**config.mk**
```make
export PLATFORM = sky130hd
export DESIGN_NAME = pet_audio_dac
export DESIGN_NICKNAME = d
export VERILOG_FILES = /design/src/rtl/pet_audio_dac.sv
export SDC_FILE = /design/constraint.sdc
export NUM_CORES = 1
export LEC_CHECK = 0
export ABC_AREA = 1
export CAP_MARGIN = 20
export CORE_UTILIZATION = 40
export CTS_CLUSTER_DIAMETER = 40
export DETAILED_ROUTE_END_ITERATION = 8
export HOLD_SLACK_MARGIN = 0.02
export PLACE_DENSITY = 0.59
export SYNTH_ARGS = -nofsm -noshare
export SYNTH_HDL_FRONTEND = slang
export SYNTH_SLANG_ARGS = --single-unit
export TNS_END_PERCENT = 30
```
**constraint.sdc**
```tcl
create_clock -name clk -period 6.1 [get_ports clk]
set_input_delay 0.61 -clock clk [delete_from_list [all_inputs] [get_ports clk]]
set_output_delay 0.61 -clock clk [all_outputs]
set_load 0.01 [all_outputs]
```
**src/rtl/pet_audio_dac.sv**
```systemverilog
// PET2001 audio output: mixes speaker/cassette/tape bits, slew-limits the level, drops to
// zero after a static idle period, and drives 1-bit DAC pins. PET_AUDIO_DAC_SECOND_ORDER_EN
// selects a second-order modulator in place of the default first-order accumulator.
module pet_audio_dac #(
  parameter int unsigned RAMP_SHIFT = 4,
  parameter int unsigned IDLE_BITS  = 16
) (
  input  logic        clk,
  input  logic        reset_n,
  input  logic        ce_1m,
  input  logic        spk_in,
  input  logic        cass_wr_in,
  input  logic        tape_in,
  input  logic        tape_mon_en,
  input  logic        mute,
  output logic [15:0] level,
  output logic        dac_l,
  output logic        dac_r
);

  logic [1:0] spk_sync, cass_sync, tape_sync;

  always_ff @(posedge clk or negedge reset_n) begin
    if (!reset_n) begin
      spk_sync  <= '0;
      cass_sync <= '0;
      tape_sync <= '0;
    end else begin
      spk_sync  <= {spk_sync[0], spk_in};
      cass_sync <= {cass_sync[0], cass_wr_in};
      tape_sync <= {tape_sync[0], tape_in};
    end
  end

  logic [15:0]          spk_term, tape_term, mix, mix_q;
  logic [15:0]          target_d, target_q, level_d, level_q;
  logic [IDLE_BITS-1:0] idle_cnt_d, idle_cnt_q;
  logic                 idle;
  logic signed [16:0]   diff, mag, mag_sh;
  logic signed [15:0]   step;

  always_comb begin
    spk_term  = (spk_sync[1] ^ cass_sync[1]) ? 16'h6000 : 16'h0000;
    tape_term = (tape_sync[1] & tape_mon_en) ? 16'h2000 : 16'h0000;
    mix       = spk_term + tape_term;

    // Idle uses the updated count so the first change after idle un-mutes immediately.
    idle_cnt_d = idle_cnt_q;
    if (mix != mix_q) begin
      idle_cnt_d = '0;
    end else if (idle_cnt_q != '1) begin
      idle_cnt_d = idle_cnt_q + 1'b1;
    end
    idle     = &idle_cnt_d;
    target_d = (mute || idle) ? 16'h0000 : mix;

    diff    = $signed({1'b0, target_q}) - $signed({1'b0, level_q});
    mag     = diff[16] ? -diff : diff;
    mag_sh  = mag >> RAMP_SHIFT;
    step    = 16'(diff >>> RAMP_SHIFT);
    level_d = level_q;
    if (diff != '0) begin
      if (mag_sh == '0) begin
        level_d = diff[16] ? level_q - 16'd1 : level_q + 16'd1;
      end else begin
        level_d = level_q + step;
      end
    end
  end

  always_ff @(posedge clk or negedge reset_n) begin
    if (!reset_n) begin
      mix_q      <= '0;
      idle_cnt_q <= '0;
      target_q   <= '0;
      level_q    <= '0;
    end else if (ce_1m) begin
      mix_q      <= mix;
      idle_cnt_q <= idle_cnt_d;
      target_q   <= target_d;
      level_q    <= level_d;
    end
  end

  assign level = level_q;

  logic dac_q;

`ifdef PET_AUDIO_DAC_SECOND_ORDER_EN
  localparam logic signed [21:0] ClampHi = 22'sd262144;
  localparam logic signed [21:0] ClampLo = -22'sd262144;

  function automatic logic signed [19:0] clamp20(input logic signed [21:0] v);
    if (v > ClampHi) begin
      return 20'sd262144;
    end else if (v < ClampLo) begin
      return -20'sd262144;
    end
    return $signed(v[19:0]);
  endfunction

  logic signed [19:0] i1_q, i2_q, i1_d, i2_d;
  logic signed [21:0] fb, i1_sum, i2_sum;

  always_comb begin
    fb     = dac_q ? 22'sd65535 : 22'sd0;
    i1_sum = 22'(i1_q) + $signed({6'b0, level_q}) - fb;
    i1_d   = clamp20(i1_sum);
    i2_sum = 22'(i2_q) + 22'(i1_d) - fb;
    i2_d   = clamp20(i2_sum);
  end

  always_ff @(posedge clk or negedge reset_n) begin
    if (!reset_n) begin
      i1_q  <= '0;
      i2_q  <= '0;
      dac_q <= 1'b0;
    end else begin
      i1_q  <= i1_d;
      i2_q  <= i2_d;
      dac_q <= ~i2_q[19];
    end
  end
`else
  logic [16:0] acc_q;

  // Carry out of the 16-bit phase accumulator is the output bit.
  always_ff @(posedge clk or negedge reset_n) begin
    if (!reset_n) begin
      acc_q <= '0;
      dac_q <= 1'b0;
    end else begin
      acc_q <= {1'b0, acc_q[15:0]} + {1'b0, level_q};
      dac_q <= acc_q[16];
    end
  end
`endif

  assign dac_l = dac_q;
  assign dac_r = dac_q;

endmodule

```
==> impl_results.md <==
- Pre-CTS setup slack: 1.670 ns
- Core Region: 0.01330 sq mm
- Fin. Hold Viols: 0
- First-pass GRT wire length: between 20000 and 25000 um
- Pwr per Cell Area: 653.8 mW/mm^2
- Startpoint types: flip-flop
- Setup Crit Path Kind: flip-flop to flip-flop
- Antenna cells: 0
- Worst-Skew Late Latency: 0.34 ns
- Worst reg2reg startpoint: level[1]
- Die area: 0.01413 sq mm
- Synth area leaders: dfrtp_1 (28%), nand2_1 (15%), ha_1 (9.4%)
- Largest net degree at the start of global routing: 63
- Routed wire length: 13900 um
- Initial Util: 41.10%
- Die X: between 100 and 150 um
- Worst-Margin Slew: 0.8370 ns
- Clk buf depth: 2
- Sum of negative setup slack: 0 ns
- Mapped Area: 0.005464 sq mm
- Clock transition at path regs: ~0.06 ns
- Finish-stage setup viols: 0
- Critical Path Max Stage Delay: 0.46 ns
- # hold bufs at CTS: 0
- Fin nets: about 840
- Number of synthesized flops with an enable pin: 0
- Clk pwr share: 15.8%
- Ports: 26
- Inst Count DP: 950
- Layout cells sized above 1: 10.37%
- RSZ-0062 raised after global routing: no
- Tmin final: 4.434 ns
- # DRC: 0
- Sequential-to-total area share from yosys stat: ~28%
- Rows: 42
- Part of the cycle the worst path needs: 72.70%
- Comb power frac: about two thirds
- Max Cap Viol: 0
- Total grt overflow: 0
- Cts repair resizes: 0
- Slew Limit Headroom: between 40% and 50%
- Port bufs: 25
- Routability cong.: 0.9212
- H-tree Lvls: 3
- Max VDD drop: 0.4592 mV
- Synth Area per Inst: 7.199 sq um
- Vias in the first global route: between 4000 and 5000
- Clock Skew: 0.004370 ns
- Sw Share: a little under 50%
- Pre-Repair DR Iteration Count: 5
- Tot GR Track Use: 20.92%
- Number of fill cells: 1334
- Int Pwr: 2.077 mW
- Clock sink count: 62
- Yosys top cell by area: dfrtp_1
- Most frequent cell after synthesis: nand2_1
- Switch Pwr: just over 2 mW
- Status: completed
- Final WS setup: 1.666 ns
- Post-Syn Instances: 759
- Crit. Startpoint: level[1]
- Most used DFF post-synth: dfrtp_1
- CTS root buffer: clkbuf_16
- Number of buffers created by CTS: 9
- Worst-path fanout max: 9
- Via Count: between 4000 and 5000
- Fmax: 225.5 MHz
- Total setup buffers inserted after CTS: 0
- Vias per inst: 5.145
- Most instantiated cells after synthesis: nand2_1 (212), inv_1 (80), dfrtp_1 (62)
- Min-delay src: tape_sync[0]
- Initial DRC Count: slightly below 300
- Reg power frac: 18.2%
- Crit path max-delay family: simple AND/OR/NAND/NOR gates
- Area growth, synth to finish: 14.52%
- Antenna viol nets, final: 0
- Tot Pwr: 4.091 mW
- Synth Warn #: 0
- Number of synthesized register bits: 62
- CTS tree: done
- Post-synthesis cell type count: 43
- Critical Path Sink Type: flip-flop
- Leak: 3.040 nW
- Final non-filler cell total: 967
- Net Count, Synth: 810
- Worst hold path type: flip-flop to flip-flop
- Yosys top cell area share: approximately 28%
- Initial antenna violation count: 0
- Post-synth ARST share: between 90% and 100%
- CP max stage cell: dfrtp_1
- Worst path most repeated cell: nand2_1
- Slew Limit Fails: 0
- Required @ worst endpoint: 6.31 ns
- CP bufs+invs: 3
- Height of the chip: 118.9 um
- DR WL/cell: about 14 um
- HPWL reported at the end of detailed placement: 10630 um
- Arrival time of the worst setup path: 4.65 ns
-- worst paths after layout --
| kind | endpoint | slack [ns] | cells after the start |
|---|---|---|---|
| worst max-delay path | level[10] | 1.67 | 30 |
| max in group asynchronous | acc_q[0] | 5.11 | 2 |
| worst min-delay path | tape_sync[1] | 0.35 | 0 |
| worst min register to register | tape_sync[1] | 0.35 | 0 |
| min in group asynchronous | idle_cnt_q[10] | 0.43 | 2 |
| worst max register to register | level[10] | 1.67 | 30 |
-- logic make-up after synthesis --
| group | synth area share [%] |
|---|---|
| flip-flops | 28.39 |
| AND/OR/NAND/NOR | 34.05 |
| AO/OA/AOI/OAI | 11.56 |
| adder cells (fa/ha/maj) | 10.12 |
| buffers and inverters | 7.374 |
| XOR/XNOR | 8.495 |
-- per-layer routing --
metal	wire, um	GRT usage, %	vias to the layer above
met5	0	0	-
met4	302	8.307	0
met3	526	3.784	24
met2	6463	34.54	87
met1	6602	27.02	2317
li1	-	-	2547
-- final cells by class --
class,instances,area [sq um],share of cell area [%]
clock buffers,9,225.2,3.599
multi-input cells,601,3510,56.09
clock inverters,7,145.1,2.320
repair buffers,28,287.8,4.599
well taps,176,220.2,3.519
flip-flops and latches,62,1551,24.80
inverters,84,317.8,5.079
-- stage by stage --
stage               cell area [sq um]  util (%)  hold slack [ns]
global route                     6257     47.06           0.3619
floorplan                        5464         -           0.3144
finish                           6257     47.06           0.3529
CTS                              6230     46.86           0.3534
global placement                 5859     44.07           0.3328
detailed placement               5859     44.07           0.3402
-- power by group through the flow --
stage                     Sequential [mW]  Clock (mW)  Combinational (mW)
after floorplan                     0.706           0                2.06
after global placement              0.749           0                2.69
after detailed placement            0.752           0                2.69
after CTS                           0.746       0.660                2.71
after global routing                0.761       0.678                3.05
final                               0.744       0.647                2.70
-- layout by cell type (no fill, tap or decap), types with 2 or more instances in the layout --
master / instances
nand2_1: 212
inv_1: 80
dfrtp_1: 62
nor2_1: 55
nand3_1: 49
o21ai_0: 43
ha_1: 41
xor2_1: 37
a21oi_1: 35
clkdlybuf4s50_1: 24
xnor2_1: 16
nand2_2: 14
nand4_1: 14
nor3_1: 11
nor2_2: 10
o21ai_2: 10
clkbuf_16: 9
nor2_4: 7
nand3b_1: 6
nand3_2: 5
nand2_4: 4
or2_2: 4
o21a_1: 4
bufinv_16: 4
inv_2: 3
a31oi_1: 3
a21o_1: 3
o21bai_1: 2
o2111ai_1: 2
o31ai_1: 2
o21ai_1: 2
fa_1: 2
buf_4: 2
-- registers in the layout, indices dropped and copies added (netlist names) --
register    count
acc_q          17
target_q        3
idle_cnt_q     16
level          16
mix_q           3
tape_sync       2
spk_sync        2
cass_sync       2
dac_l           1
(Power assumes the default switching activity.)
